`config.mk`:
```
export PLATFORM = sky130hd
export DESIGN_NAME = minmax_scan_ctrl
export DESIGN_NICKNAME = d
export VERILOG_FILES = /design/src/rtl/minmax_scan_ctrl.sv
export SDC_FILE = /design/constraint.sdc
export NUM_CORES = 1
export LEC_CHECK = 0
export ABC_AREA = 1
export ABC_CLOCK_PERIOD_IN_PS = 1700
export CORE_UTILIZATION = 47
export CTS_CLUSTER_SIZE = 10
export DETAILED_ROUTE_END_ITERATION = 8
export MAX_ROUTING_LAYER = met4
export PLACE_DENSITY = 0.81
export SYNTH_ARGS = -nofsm -noshare
export SYNTH_HDL_FRONTEND = slang
export SYNTH_SLANG_ARGS = --single-unit
```
`constraint.sdc`:
```
create_clock -name clk -period 1.7 [get_ports clk]
set_input_delay 0.425 -clock clk [delete_from_list [all_inputs] [get_ports clk]]
set_output_delay 0.425 -clock clk [all_outputs]
set_load 0.02 [all_outputs]
```
`src/rtl/minmax_scan_ctrl.sv`:
```
// rtl/minmax_scan_ctrl.sv - scan sequencer feeding dual-bank word pairs into a min/max finder
module minmax_scan_ctrl #(
    parameter int DATA_W = 16,
    parameter int ADDR_W = 4
) (
    input  logic              clk,
    input  logic              rst_n,
    input  logic              start,
    input  logic              abort,
    input  logic [ADDR_W-1:0] base_addr,
    input  logic [ADDR_W:0]   len,
    output logic              rd_en,
    output logic [ADDR_W-1:0] rd_addr,
    output logic              fnd_clr,
    output logic              fnd_en,
    input  logic [DATA_W-1:0] fnd_max_i,
    input  logic [DATA_W-1:0] fnd_min_i,
    output logic              busy,
    output logic              done,
    output logic              empty,
    output logic [DATA_W-1:0] result_max,
    output logic [DATA_W-1:0] result_min
);

    localparam logic [2:0] S_IDLE  = 3'd0;
    localparam logic [2:0] S_CLR   = 3'd1;
    localparam logic [2:0] S_READ  = 3'd2;
    localparam logic [2:0] S_DRAIN = 3'd3;
    localparam logic [2:0] S_CAP   = 3'd4;

    localparam logic [ADDR_W-1:0] ADDR_ONE = {{(ADDR_W-1){1'b0}}, 1'b1};
    localparam logic [ADDR_W:0]   LEN_ONE  = {{ADDR_W{1'b0}}, 1'b1};
    localparam logic [ADDR_W:0]   LEN_ZERO = '0;

    logic [2:0]        state;
    logic [ADDR_W-1:0] base_r;
    logic [ADDR_W-1:0] addr_r;
    logic [ADDR_W:0]   len_r;
    logic [ADDR_W:0]   cnt;
    logic              empty_r;
    logic              fnd_en_r;
    logic [DATA_W-1:0] max_r;
    logic [DATA_W-1:0] min_r;
    logic              cap_take;

    // Finder output is final during CAP, so results bypass the holding registers then.
    assign cap_take = (state == S_CAP) && !empty_r && !abort;

    always_ff @(posedge clk) begin
        if (!rst_n) begin
            state    <= S_IDLE;
            base_r   <= '0;
            addr_r   <= '0;
            len_r    <= '0;
            cnt      <= '0;
            empty_r  <= 1'b0;
            fnd_en_r <= 1'b0;
            max_r    <= '0;
            min_r    <= '0;
        end else begin
            fnd_en_r <= (state == S_READ) && !abort;
            case (state)
                S_IDLE: begin
                    if (start && !abort) begin
                        if (len != LEN_ZERO) begin
                            base_r  <= base_addr;
                            len_r   <= len;
                            empty_r <= 1'b0;
                            state   <= S_CLR;
                        end else begin
                            empty_r <= 1'b1;
                            state   <= S_CAP;
                        end
                    end
                end
                S_CLR: begin
                    cnt    <= '0;
                    addr_r <= base_r;
                    state  <= S_READ;
                end
                S_READ: begin
                    cnt    <= cnt + LEN_ONE;
                    addr_r <= addr_r + ADDR_ONE;
                    if (cnt == len_r - LEN_ONE) begin
                        state <= S_DRAIN;
                    end
                end
                S_DRAIN: begin
                    state <= S_CAP;
                end
                S_CAP: begin
                    if (cap_take) begin
                        max_r <= fnd_max_i;
                        min_r <= fnd_min_i;
                    end
                    state <= S_IDLE;
                end
                default: begin
                    state <= S_IDLE;
                end
            endcase
            if (abort && (state != S_IDLE)) begin
                state <= S_IDLE;
            end
        end
    end

    assign rd_en      = (state == S_READ);
    assign rd_addr    = addr_r;
    assign fnd_clr    = (state == S_CLR);
    assign fnd_en     = fnd_en_r;
    assign busy       = (state != S_IDLE);
    assign done       = (state == S_CAP) && !abort;
    assign empty      = done && empty_r;
    assign result_max = cap_take ? fnd_max_i : max_r;
    assign result_min = cap_take ? fnd_min_i : min_r;

endmodule

```
==> results.rst, run 1 <==
.. list-table::
   :header-rows: 1

   * - Metric
     - Value
   * - Status
     - complete, but fails checks
   * - Violated checks
     - setup timing
   * - Die Ht
     - 79.2 um
   * - Global-route wire length before repair
     - 12300 um
   * - Final Critical Period
     - 2.22 ns
   * - TritonCTS clock tree
     - built
   * - Clock-pin slew on the worst setup and hold paths
     - 0.09 ns
   * - Critical path fanouts, max
     - 5
   * - Layout Area Growth over Synthesis
     - 69.3%
   * - Largest stage delay on the critical path
     - ~0.34 ns
   * - Clk_lat worst skew
     - 0.31 ns
   * - Routed via count
     - 2909
   * - Static leakage
     - roughly 0.0024 uW
   * - WP data arrival
     - approximately 1.8 ns
   * - Post-synthesis sequential area ratio
     - a little under 40%
   * - Average via count per standard cell
     - 4.79
   * - CP dominant cell by count
     - sky130_fd_sc_hd__inv_2
   * - Drt total wl
     - 8450 um
   * - Library cell occupying the most area in the post-synthesis netlist
     - sky130_fd_sc_hd__dfxtp_1
   * - Initial antenna violation count
     - 0
   * - Synth Area in XOR/XNOR
     - less than 1%
   * - Critical-path cell with the highest stage delay
     - sky130_fd_sc_hd__dfxtp_2
   * - Final setup skew
     - a little over 0.008 ns
   * - Core area
     - 0.00564 mm^2
   * - Top cells by instance count after synthesis
     - 69 x sky130_fd_sc_hd__inv_1, 55 x sky130_fd_sc_hd__dfxtp_1, 47 x sky130_fd_sc_hd__nand2_1
   * - Max H-tree Level
     - 2
   * - Global route overflow
     - 0
   * - # port buffers
     - between 80 and 90
   * - Total inserted antenna cells
     - 0
   * - Final setup violation count
     - 37
   * - Power density relative to cell area
     - roughly 770 mW/mm^2
   * - Least setup slack across all paths after layout
     - -0.524 ns
   * - Relative contribution of combinational cells to total power
     - 38.1%
   * - Setup crit end kind
     - output port
   * - CTS Buffer Depth
     - 2
   * - Number of global-route vias before repair
     - between 2000 and 3000
   * - Layout Cells excl Fill
     - 607
   * - Count of state elements after synthesis
     - 55
   * - Final weighted congestion of routability-driven global placement
     - 0.851
   * - Root buffer cell
     - sky130_fd_sc_hd__clkbuf_8
   * - Starting DRT DRC Count
     - 115
   * - Unrepaired setup endpoints after global routing
     - true
   * - Starting density of the core
     - just under 50%
   * - Most used standard cell by instance count after synthesis
     - sky130_fd_sc_hd__inv_1
   * - Count of clock tree sinks
     - 55
   * - Count of TritonRoute iterations in the first routing pass
     - 4
   * - Worst max-slew margin expressed relative to the limit
     - 82.1%
   * - Netlist area before placement
     - 0.00280 mm^2
   * - Main area contributors after synthesis
     - sky130_fd_sc_hd__dfxtp_1 39%, sky130_fd_sc_hd__o21ai_2 10%, sky130_fd_sc_hd__inv_1 9.2%, sky130_fd_sc_hd__nand2_2 6.9%, sky130_fd_sc_hd__nand2_1 6.3%
   * - Post-layout nets
     - 582
   * - Distinct cell type count after synthesis
     - 29
   * - Commonest register cell after synthesis
     - sky130_fd_sc_hd__dfxtp_1
   * - Psw
     - about 1200 uW
   * - HPWL after detailed placement
     - 5130 um
   * - Number of enable flip-flop cells after synthesis
     - 0
   * - Multiplexer share of the synthesized area
     - 0%
   * - Cell count after placement
     - 580
   * - DRC Markers
     - 0
   * - Net count of the mapped netlist
     - 427
   * - Overall track demand over capacity in global routing
     - 25.9%
   * - Type of element launching the critical path
     - flip-flop
   * - Final Hold Fails
     - 0
   * - Fraction of the cycle the final worst path needs
     - 131%
   * - Standard-cell rows
     - 27
   * - Wire per inst
     - about 14 um
   * - Overall Power
     - between 3000 and 4000 uW
   * - Pint
     - roughly 2400 uW
   * - Largest net degree at the start of global routing
     - 20
   * - Register share of total power
     - 40.4%
   * - Die outline area
     - 0.00627 mm^2
   * - Part of the total power dissipated in the clock network
     - 21.5%
   * - Net Sw Frac
     - 34.3%
   * - Slew Limit Fails
     - 0
   * - CP required
     - 1.27 ns
   * - Post-Syn Instances
     - 379
   * - Antenna-violating nets left
     - 0
   * - Chip width
     - 79.2 um
   * - Total CTS buffers
     - 5
   * - Basic-gate share of the synthesized area counting and, or, nand and nor cells
     - a little over a quarter
   * - Synthesized-area fraction occupied by ao, oa, aoi and oai cells
     - 16.3%
   * - Total of max-cap violations
     - 0
   * - Number of placed I/O pins
     - between 80 and 90
   * - Path type of the worst min-delay path
     - reg2reg
   * - Fraction of layout cells with a size suffix above 1
     - 46.2%
   * - Worst IR Drop VDD
     - 0.693 mV
   * - Area fraction of the dominant cell type after synthesis
     - 39.3%
   * - Largest family of logic cells by synthesized area
     - simple AND/OR/NAND/NOR gates
   * - Slew of the pin with the lowest slew margin
     - about 0.27 ns
   * - Async set or reset register ratio after synthesis
     - 0%
   * - Series of cell instances along the critical path
     - nor3_2 > inv_2 > nor2_4 > nand2_4 > buf_12 > buf_8 > o21ai_4 > inv_2 > buf_6
   * - Total of warnings raised by yosys
     - 0
   * - Synthesized area per cell
     - between 7 and 8 um^2
   * - Critical Setup Path Class
     - reg2out
   * - Max Clk Rate
     - 450 MHz
   * - Share of synthesized cell area in full adder, half adder and majority cells
     - 1.34%
critical path: cells and delay by family (launching register included):
kind	cells	cell delay (ns)
AOI/OAI and AO/OA	1	0.19
buffers and inverters	5	0.57
DFF	1	0.34
and+or+nand+nor	3	0.41
final timing paths:
path	from	endpoint	slack [ns]	cells after the start
max	state[0]	result_min[8]	-0.52	9
min	base_r[3]	base_r[3]	0.48	2
min reg2reg	base_r[3]	base_r[3]	0.48	2
max reg2reg	state[0]	min_r[15]	-0.05	11
kinds of logic after synthesis:
family / count (synthesis)
adders and majority gates: 3
DFF: 55
AOI/OAI and AO/OA: 63
xor gates and xnor gates: 1
buffers and inverters: 104
and+or+nand+nor: 153
flip-flops by register name, summed over array words and instances (netlist names):
name	flops
empty_r	1
len_r	5
state	3
min_r	16
cnt	5
rd_addr	4
max_r	16
fnd_en	1
base_r	4
cell usage in the layout (no fill, tap or decap), drive strengths merged:
master / instances
a31oi: 2
o221a: 1
nand3: 12
a211oi: 1
a32o: 1
clkbuf: 10
dlygate4sd2: 5
xor2: 1
clkdlybuf4s15: 1
ha: 3
nor3: 5
a32oi: 1
bufbuf: 1
clkdlybuf4s50: 43
nand2: 79
dfxtp: 55
o22ai: 1
dlymetal6s2s: 2
o21ai: 46
or2: 1
nor2: 56
inv: 92
a21oi: 10
buf: 106
power groups by stage:
stage / registers (uW) / logic [uW] / clock network, uW
6_report: 1470 / 1390 / 782
5_1_grt: 1490 / 1510 / 847
4_1_cts: 1470 / 1340 / 795
3_5_place_dp: 1500 / 1320 / 0
3_3_place_gp: 1490 / 1270 / 0
2_1_floorplan: 1510 / 666 / 0
through the flow:
step	instance area, um^2	hold WS, ns	utilization [%]	setup slack (ns)	setup TNS, ns
after floorplan	2800	0.429	-	-0.0158	-0.0158
after global placement	4130	0.447	73.2	-0.830	-29.95
after detailed placement	4130	0.470	73.2	-0.886	-33.76
after CTS	4510	0.484	80.0	-0.509	-15.36
after global routing	4740	0.506	84.1	-0.591	-18.64
final	4740	0.483	84.1	-0.524	-15.88
per-layer routing:
layer / vias up / GRT usage, % / share of wire [%]
met5: - / - / 0
met4: 0 / 8.18 / 2.6
met3: 14 / 4.14 / 5.5
met2: 104 / 46.7 / 52
met1: 1346 / 29.0 / 40
li1: 1445 / - / -
timing repair:
item | 4_1_cts | 5_1_grt
hold buffers | 0 | 0
pin swaps | 8 | 10
resized for setup | 226 | 37
buffers inserted | 11 | 6
gates cloned | 1 | 2
setup endpoints to repair | 41 | 53
area by class of cell:
cell class | instances | area, um^2
Timing Repair Buffer | 160 | 1580
Inverter | 92 | 345
Fill cell | 312 | 898
Sequential cell | 55 | 1100
Multi-Input combinational cell | 220 | 1530
Tap cell | 72 | 90.1
Clock buffer | 8 | 100
Note: power is estimated with default switching activity, not from simulation.
==> run 2: changes to the inputs <==
--- a/config.mk
+++ b/config.mk
@@ -6,7 +6,7 @@
 export NUM_CORES = 1
 export LEC_CHECK = 0
 export ABC_AREA = 1
-export ABC_CLOCK_PERIOD_IN_PS = 1700
+export ABC_CLOCK_PERIOD_IN_PS = 2400
 export CORE_UTILIZATION = 47
 export CTS_CLUSTER_SIZE = 10
 export DETAILED_ROUTE_END_ITERATION = 8
==> constraint.sdc (replaced) <==
create_clock -name clk -period 2.4 [get_ports clk]
set_input_delay 0.6 -clock clk [delete_from_list [all_inputs] [get_ports clk]]
set_output_delay 0.6 -clock clk [all_outputs]
set_load 0.02 [all_outputs]
==> run 2 against run 1 <==
Effect of this change: the flow still finishes with violations (setup timing); clock power down 35%; largest power group unchanged; final cell count down 1.6%; non-clock buffer count decreased by 11; power down 32%; global-route usage shrank 2.8 points; count of clock-buffer cells in the layout shrank 2; core utilization down 2.2 points; clock skew fell by 0.0014 ns; first-iteration DRC count shrank 47%; die area did not move; worst setup slack gained 0.47 ns; hold slack worse by 0.013 ns.
==> results.rst, run 2 (same netlist as run 1, synthesis figures left out) <==
.. list-table::
   :header-rows: 1

   * - Metric
     - Value
   * - Largest stage delay on the critical path
     - 0.28 ns
   * - Leading cell type in the layout, fill and taps excluded
     - sky130_fd_sc_hd__inv_1
   * - Max H-tree Level
     - 2
   * - HPWL after detailed placement
     - between 4000 and 5000 um
   * - Fraction of layout cells with a size suffix above 1
     - 44.0%
   * - Fillcell total
     - 336
   * - Power density relative to cell area
     - 537 mW/mm^2
   * - Chip width
     - 79.2 um
   * - Slew Limit Fails
     - 0
   * - Number of placed I/O pins
     - 87
   * - # port buffers
     - between 80 and 90
   * - Wire per inst
     - ~14 um
   * - Count of TritonRoute iterations in the first routing pass
     - 4
   * - Final setup skew
     - 0.00691 ns
   * - Drt total wl
     - 8220 um
   * - Cell count after placement
     - 571
   * - TritonCTS clock tree
     - built
   * - Fraction of the cycle the final worst path needs
     - 102%
   * - Reg-to-reg startpoint
     - state[2]
   * - Register share of total power
     - 42.1%
   * - Worst Hold Path Cells
     - 2
   * - Type of element launching the critical path
     - input port
   * - Antenna-violating nets left
     - 0
   * - Final setup violation count
     - 9
   * - Slew of the pin with the lowest slew margin
     - 0.291 ns
   * - WP buf/inv
     - 4
   * - Starting density of the core
     - 49.7%
   * - Layout Cells excl Fill
     - 597
   * - Final Hold Fails
     - 0
   * - Count of clock tree sinks
     - 55
   * - Worst slack at placement
     - -0.549 ns
   * - Leading registers by flop count
     - max_r x16, min_r x16
   * - Initial antenna violation count
     - 0
   * - Design area
     - roughly 0.0046 mm^2
   * - Max Clk Rate
     - 408 MHz
   * - Placed Area
     - 0.00404 mm^2
   * - Static leakage
     - 0.00228 uW
   * - Overall track demand over capacity in global routing
     - 23.1%
   * - Largest net degree at the start of global routing
     - 35
   * - Standard-cell rows
     - 27
   * - Net Sw Frac
     - around 36%
   * - CP Depth
     - 7
   * - Number of global-route vias before repair
     - around 2500
   * - Final Critical Period
     - ~2.4 ns
   * - Root buffer cell
     - sky130_fd_sc_hd__clkbuf_8
   * - Psw
     - 887 uW
   * - Final weighted congestion of routability-driven global placement
     - ~0.86
   * - Total inserted antenna cells
     - 0
   * - Layout Area Growth over Synthesis
     - 65.0%
   * - Most used cells in the layout excluding fill and tap cells
     - 60 x sky130_fd_sc_hd__inv_1, 55 x sky130_fd_sc_hd__buf_4, 53 x sky130_fd_sc_hd__dfxtp_1, 49 x sky130_fd_sc_hd__clkdlybuf4s50_1, 44 x sky130_fd_sc_hd__nand2_1
   * - CP required
     - 1.80 ns
   * - Min Hold Slack
     - approximately 0.47 ns
   * - Path type of the worst min-delay path
     - reg2reg
   * - Violated checks
     - setup timing
   * - Worst max-slew margin expressed relative to the limit
     - 80.5%
   * - Core area
     - 0.00564 mm^2
   * - Cell type group with the largest total delay on the critical path
     - buffers and inverters
   * - Critical-path cell with the highest stage delay
     - sky130_fd_sc_hd__dlygate4sd2_1
   * - Worst Hold Launch
     - base_r[3]
   * - Least setup slack across all paths after layout
     - -0.0492 ns
   * - Worst IR Drop VDD
     - 0.664 mV
   * - Total of max-cap violations
     - 0
   * - Die outline area
     - 0.00627 mm^2
   * - Total CTS buffers
     - 5
   * - Unrepaired setup endpoints after global routing
     - true
   * - Global-route wire length before repair
     - 11000 um
   * - Post-layout nets
     - between 500 and 600
   * - Worst R2R Path Depth
     - 10
   * - CTS Buffer Depth
     - 2
   * - Endpoint of the worst-slack reg-to-reg timing path
     - max_r[3]
   * - Average via count per standard cell
     - 4.77
   * - Hold-fix buffers at CTS
     - 0
   * - Critical path fanouts, max
     - 7
   * - Critical Setup Path Class
     - in2out
   * - WP data arrival
     - 1.85 ns
   * - Relative contribution of combinational cells to total power
     - 37.4%
   * - Starting DRT DRC Count
     - 61
   * - Worst-case register-to-register setup slack
     - 0.70 ns
   * - Series of cell instances along the critical path
     - dlygate4sd2_1 > nor2_4 > nand2_8 > clkbuf_16 > o21ai_2 > inv_2 > buf_2
   * - WHS Endpoint
     - base_r[3]
   * - Routed via count
     - approximately 2800
   * - Pint
     - 1590 uW
   * - Setup crit end kind
     - output port
   * - Status
     - complete, but fails checks
   * - Global route overflow
     - 0
   * - Clock-pin slew on the worst setup and hold paths
     - roughly 0.090 ns
   * - Die Ht
     - 79.2 um
   * - Clk_lat worst skew
     - 0.32 ns
   * - DRC Markers
     - 0
   * - Part of the total power dissipated in the clock network
     - roughly a fifth
## run 2: layout make-up
| cell class | instances | area [um^2] | share of cell area (%) |
|---|---|---|---|
| clock inverters | 2 | 12.5 | 0.271 |
| well taps | 72 | 90.1 | 1.95 |
| flip-flops and latches | 55 | 1100 | 23.9 |
| inverters | 92 | 345 | 7.47 |
| multi-input cells | 221 | 1510 | 32.6 |
| repair buffers | 149 | 1490 | 32.3 |
| clock buffers | 6 | 72.6 | 1.57 |
## run 2: power groups by stage
stage / registers, uW / clock network (uW) / logic (uW)
after floorplan: 1070 / 0 / 471
after global placement: 1060 / 0 / 836
after detailed placement: 1060 / 0 / 860
after CTS: 1040 / 518 / 868
after global routing: 1050 / 558 / 1010
final: 1040 / 510 / 927
## run 2: worst max-delay path by stage
stage / startpoint / endpoint / slack, ns
3_5_place_dp: abort / result_min[1] / -0.55
2_1_floorplan: abort / result_min[0] / 0.46
4_1_cts: state[2] / result_min[12] / -0.1
5_1_grt: state[0] / result_max[2] / -0.10
6_report: abort / result_max[2] / -0.05
3_3_place_gp: abort / result_max[1] / -0.50
## run 2: worst min-delay path: stages, from the launching register on
cell                      delay (ns)
sky130_fd_sc_hd__dfxtp_1        0.31
sky130_fd_sc_hd__inv_1          0.07
sky130_fd_sc_hd__a21oi_1        0.06
## run 2: what timing repair did
action,in CTS,in global routing
setup buffers,0,12
gates resized for setup,141,98
cloned,2,4
endpoints found under the setup margin,34,34
pin swaps,3,17
## run 2: per-stage QoR
| stage | utilization (%) | total power [uW] | TNS [ns] |
|---|---|---|---|
| CTS | 73.4 | 2430 | -0.702 |
| global placement | 71.5 | 1890 | -15.94 |
| global route | 81.9 | 2620 | -1.47 |
| floorplan | - | 1540 | 0 |
| finish | 81.9 | 2480 | -0.178 |
| detailed placement | 71.5 | 1920 | -16.77 |
## run 2: routing by layer
metal  wire length (um)  share of wire [%]  track usage [%]
met5                  0                  0                -
met4                198                2.4             8.73
met3                379                4.6             4.14
met2               4160                 51             39.5
met1               3480                 42             26.8
==> run 3: changes to the inputs <==
--- a/config.mk
+++ b/config.mk
@@ -6,8 +6,9 @@
 export NUM_CORES = 1
 export LEC_CHECK = 0
 export ABC_AREA = 1
-export ABC_CLOCK_PERIOD_IN_PS = 2400
+export ABC_CLOCK_PERIOD_IN_PS = 2570
 export CORE_UTILIZATION = 47
+export CTS_CLUSTER_DIAMETER = 100
 export CTS_CLUSTER_SIZE = 10
 export DETAILED_ROUTE_END_ITERATION = 8
 export MAX_ROUTING_LAYER = met4
==> constraint.sdc (replaced) <==
create_clock -name clk -period 2.57 [get_ports clk]
set_input_delay 0.6425 -clock clk [delete_from_list [all_inputs] [get_ports clk]]
set_output_delay 0.6425 -clock clk [all_outputs]
set_load 0.02 [all_outputs]
==> run 3 against run 2 <==
Effect of this change: the flow now finishes without violations; largest power group unchanged; count of clock-buffer cells in the layout is the same; sequential share of layout area is 3.1 points higher; clock power rose by 7.5%; critical path depth is 2 higher; non-clock buffer count down 17; global-route usage shrank 1.2 points; routed wire length fell by 20%; combinational power is 19% lower; sequential power fell by 6%; via count is 7.1% lower.
==> results.rst, run 3 (same netlist as run 1, synthesis figures left out) <==
.. list-table::
   :header-rows: 1

   * - Metric
     - Value
   * - Status
     - finished, final reports clean
   * - Worst R2R Path Depth
     - 10
   * - Worst-case register-to-register setup slack
     - 0.98 ns
   * - Max Clk Rate
     - 398 MHz
   * - Critical path fanouts, max
     - 10
   * - Type of element launching the critical path
     - flip-flop
   * - Count of clock tree sinks
     - 55
   * - Antenna-violating nets left
     - 0
   * - Final Critical Period
     - about 2.5 ns
   * - DRC Markers
     - 0
   * - Placed Area
     - 0.00400 mm^2
   * - Layout Area Growth over Synthesis
     - 45.6%
   * - Setup total negative slack
     - 0 ns
   * - Final setup skew
     - 0.00959 ns
   * - CP required
     - 1.93 ns
   * - Die outline area
     - 0.00627 mm^2
   * - WHS Endpoint
     - base_r[3]
   * - Core area
     - 0.00564 mm^2
   * - Endpoint of the worst-slack reg-to-reg timing path
     - min_r[2]
   * - HPWL after detailed placement
     - 4800 um
   * - Global-route wire length before repair
     - 10600 um
   * - Power density relative to cell area
     - 559 mW/mm^2
   * - # port buffers
     - 86
   * - Min Hold Slack
     - around 0.47 ns
   * - Chip width
     - 79.2 um
   * - Overall Power
     - 2280 uW
   * - Critical-path cell with the highest stage delay
     - sky130_fd_sc_hd__dfxtp_2
   * - Clock-pin slew on the worst setup and hold paths
     - 0.10 ns
   * - Number of placed I/O pins
     - 87
   * - WP data arrival
     - 1.87 ns
   * - Initial antenna violation count
     - 0
   * - CP dominant cell by count
     - sky130_fd_sc_hd__inv_2
   * - Drt total wl
     - 6600 um
   * - Total inserted antenna cells
     - 0
   * - Worst IR Drop VDD
     - 0.433 mV
   * - Static leakage
     - roughly 0.0021 uW
   * - Root buffer cell
     - sky130_fd_sc_hd__clkbuf_8
   * - Worst Hold Path Cells
     - 2
   * - Path type of the worst min-delay path
     - reg2reg
   * - Starting density of the core
     - roughly 50%
   * - Critical Setup Path Class
     - reg2out
   * - Global route overflow
     - 0
   * - Clk_lat worst skew
     - ~0.3 ns
   * - Standard-cell rows
     - 27
   * - Unrepaired setup endpoints after global routing
     - true
   * - Start point of the critical path
     - state[2]
   * - Fraction of the cycle the final worst path needs
     - 97.7%
   * - Number of global-route vias before repair
     - 2468
   * - Leading registers by flop count
     - max_r x16, min_r x16
   * - Leading cell type in the layout, fill and taps excluded
     - sky130_fd_sc_hd__inv_1
   * - Setup crit end kind
     - output port
   * - Largest net degree at the start of global routing
     - 25
   * - Total of max-cap violations
     - 0
   * - Design area
     - 0.00408 mm^2
   * - Least setup slack across all paths after layout
     - about 0.06 ns
   * - Final weighted congestion of routability-driven global placement
     - 0.834
   * - Slew Limit Fails
     - 0
   * - TritonCTS clock tree
     - built
   * - Final setup violation count
     - 0
   * - CTS Buffer Depth
     - 2
   * - Worst slack at placement
     - -0.439 ns
   * - Series of cell instances along the critical path
     - inv_1 > nor3_2 > inv_2 > nor2_4 > nand2_4 > buf_6 > o21ai_2 > inv_2 > dlygate4sd2_1
   * - Most used cells in the layout excluding fill and tap cells
     - 69 x sky130_fd_sc_hd__inv_1, 54 x sky130_fd_sc_hd__dfxtp_1, 51 x sky130_fd_sc_hd__clkdlybuf4s50_1, 47 x sky130_fd_sc_hd__nand2_1, 42 x sky130_fd_sc_hd__buf_4
   * - Post-layout nets
     - around 550
   * - Max H-tree Level
     - 2
   * - Reg-to-reg startpoint
     - state[2]
   * - Worst max-slew margin expressed relative to the limit
     - 73.3%
   * - Routed via count
     - between 2000 and 3000
   * - Wire per inst
     - 11.4 um
   * - Average via count per standard cell
     - 4.58
   * - Die Ht
     - 79.2 um
   * - Count of TritonRoute iterations in the first routing pass
     - 4
   * - Largest stage delay on the critical path
     - 0.34 ns
   * - Starting DRT DRC Count
     - 70
   * - Total CTS buffers
     - 5
   * - Slew of the pin with the lowest slew margin
     - 0.398 ns
   * - Worst Hold Launch
     - base_r[3]
   * - Overall track demand over capacity in global routing
     - 21.9%
   * - Fraction of layout cells with a size suffix above 1
     - between 30% and 40%
   * - Final Hold Fails
     - 0
run 3: repair_timing:
item | CTS | global route
pin swaps | 1 | 2
gates cloned | 1 | 0
hold buffers | 0 | 0
resized for setup | 60 | 59
buffers inserted | 0 | 2
endpoints found under the setup margin | 34 | 32
run 3: worst max path at each step:
stage                           to  slack (ns)  cells after the start
finish              result_min[13]        0.06                      9
global placement     result_max[1]       -0.41                      8
floorplan            result_min[0]        0.55                      5
CTS                  result_max[3]       -0.01                      7
detailed placement  result_min[12]       -0.44                      8
global route        result_max[15]        -0.1                      9
run 3: final cells by class:
type | count | area, um^2
clock buffers | 6 | 72.6
clock inverters | 1 | 30.0
fillers | 449 | 1560
inverters | 92 | 345
multi-input cells | 220 | 1320
flip-flops and latches | 55 | 1100
well taps | 72 | 90.1
repair buffers | 132 | 1120
run 3: worst max-delay path, delay by kind of cell, from the launching register on:
family          cells  cell delay, ns
flops               1            0.34
buf+inv             5            0.66
simple gates        3            0.41
compound gates      1            0.14
run 3: per-stage QoR:
| stage | util [%] | instances |
|---|---|---|
| 3_5_place_dp | 70.9 | 568 |
| 5_1_grt | 72.3 | 578 |
| 4_1_cts | 73.3 | 576 |
| 3_3_place_gp | 70.9 | 568 |
| 2_1_floorplan | - | 379 |
| 6_report | 72.3 | 578 |
run 3: routing by layer:
layer  vias up  global-route usage (%)  wire length (um)
met5         -                       -                 0
met4         0                    4.91                83
met3         4                    3.56               335
met2        75                    39.2              3290
met1      1172                    25.6              2890
li1       1395                       -                 -
run 3: power breakdown:
part           total, uW  switching, uW  internal [uW]
clock                548            262            286
sequential           978           55.0            923
combinational        754            444            310
total               2280            761           1520
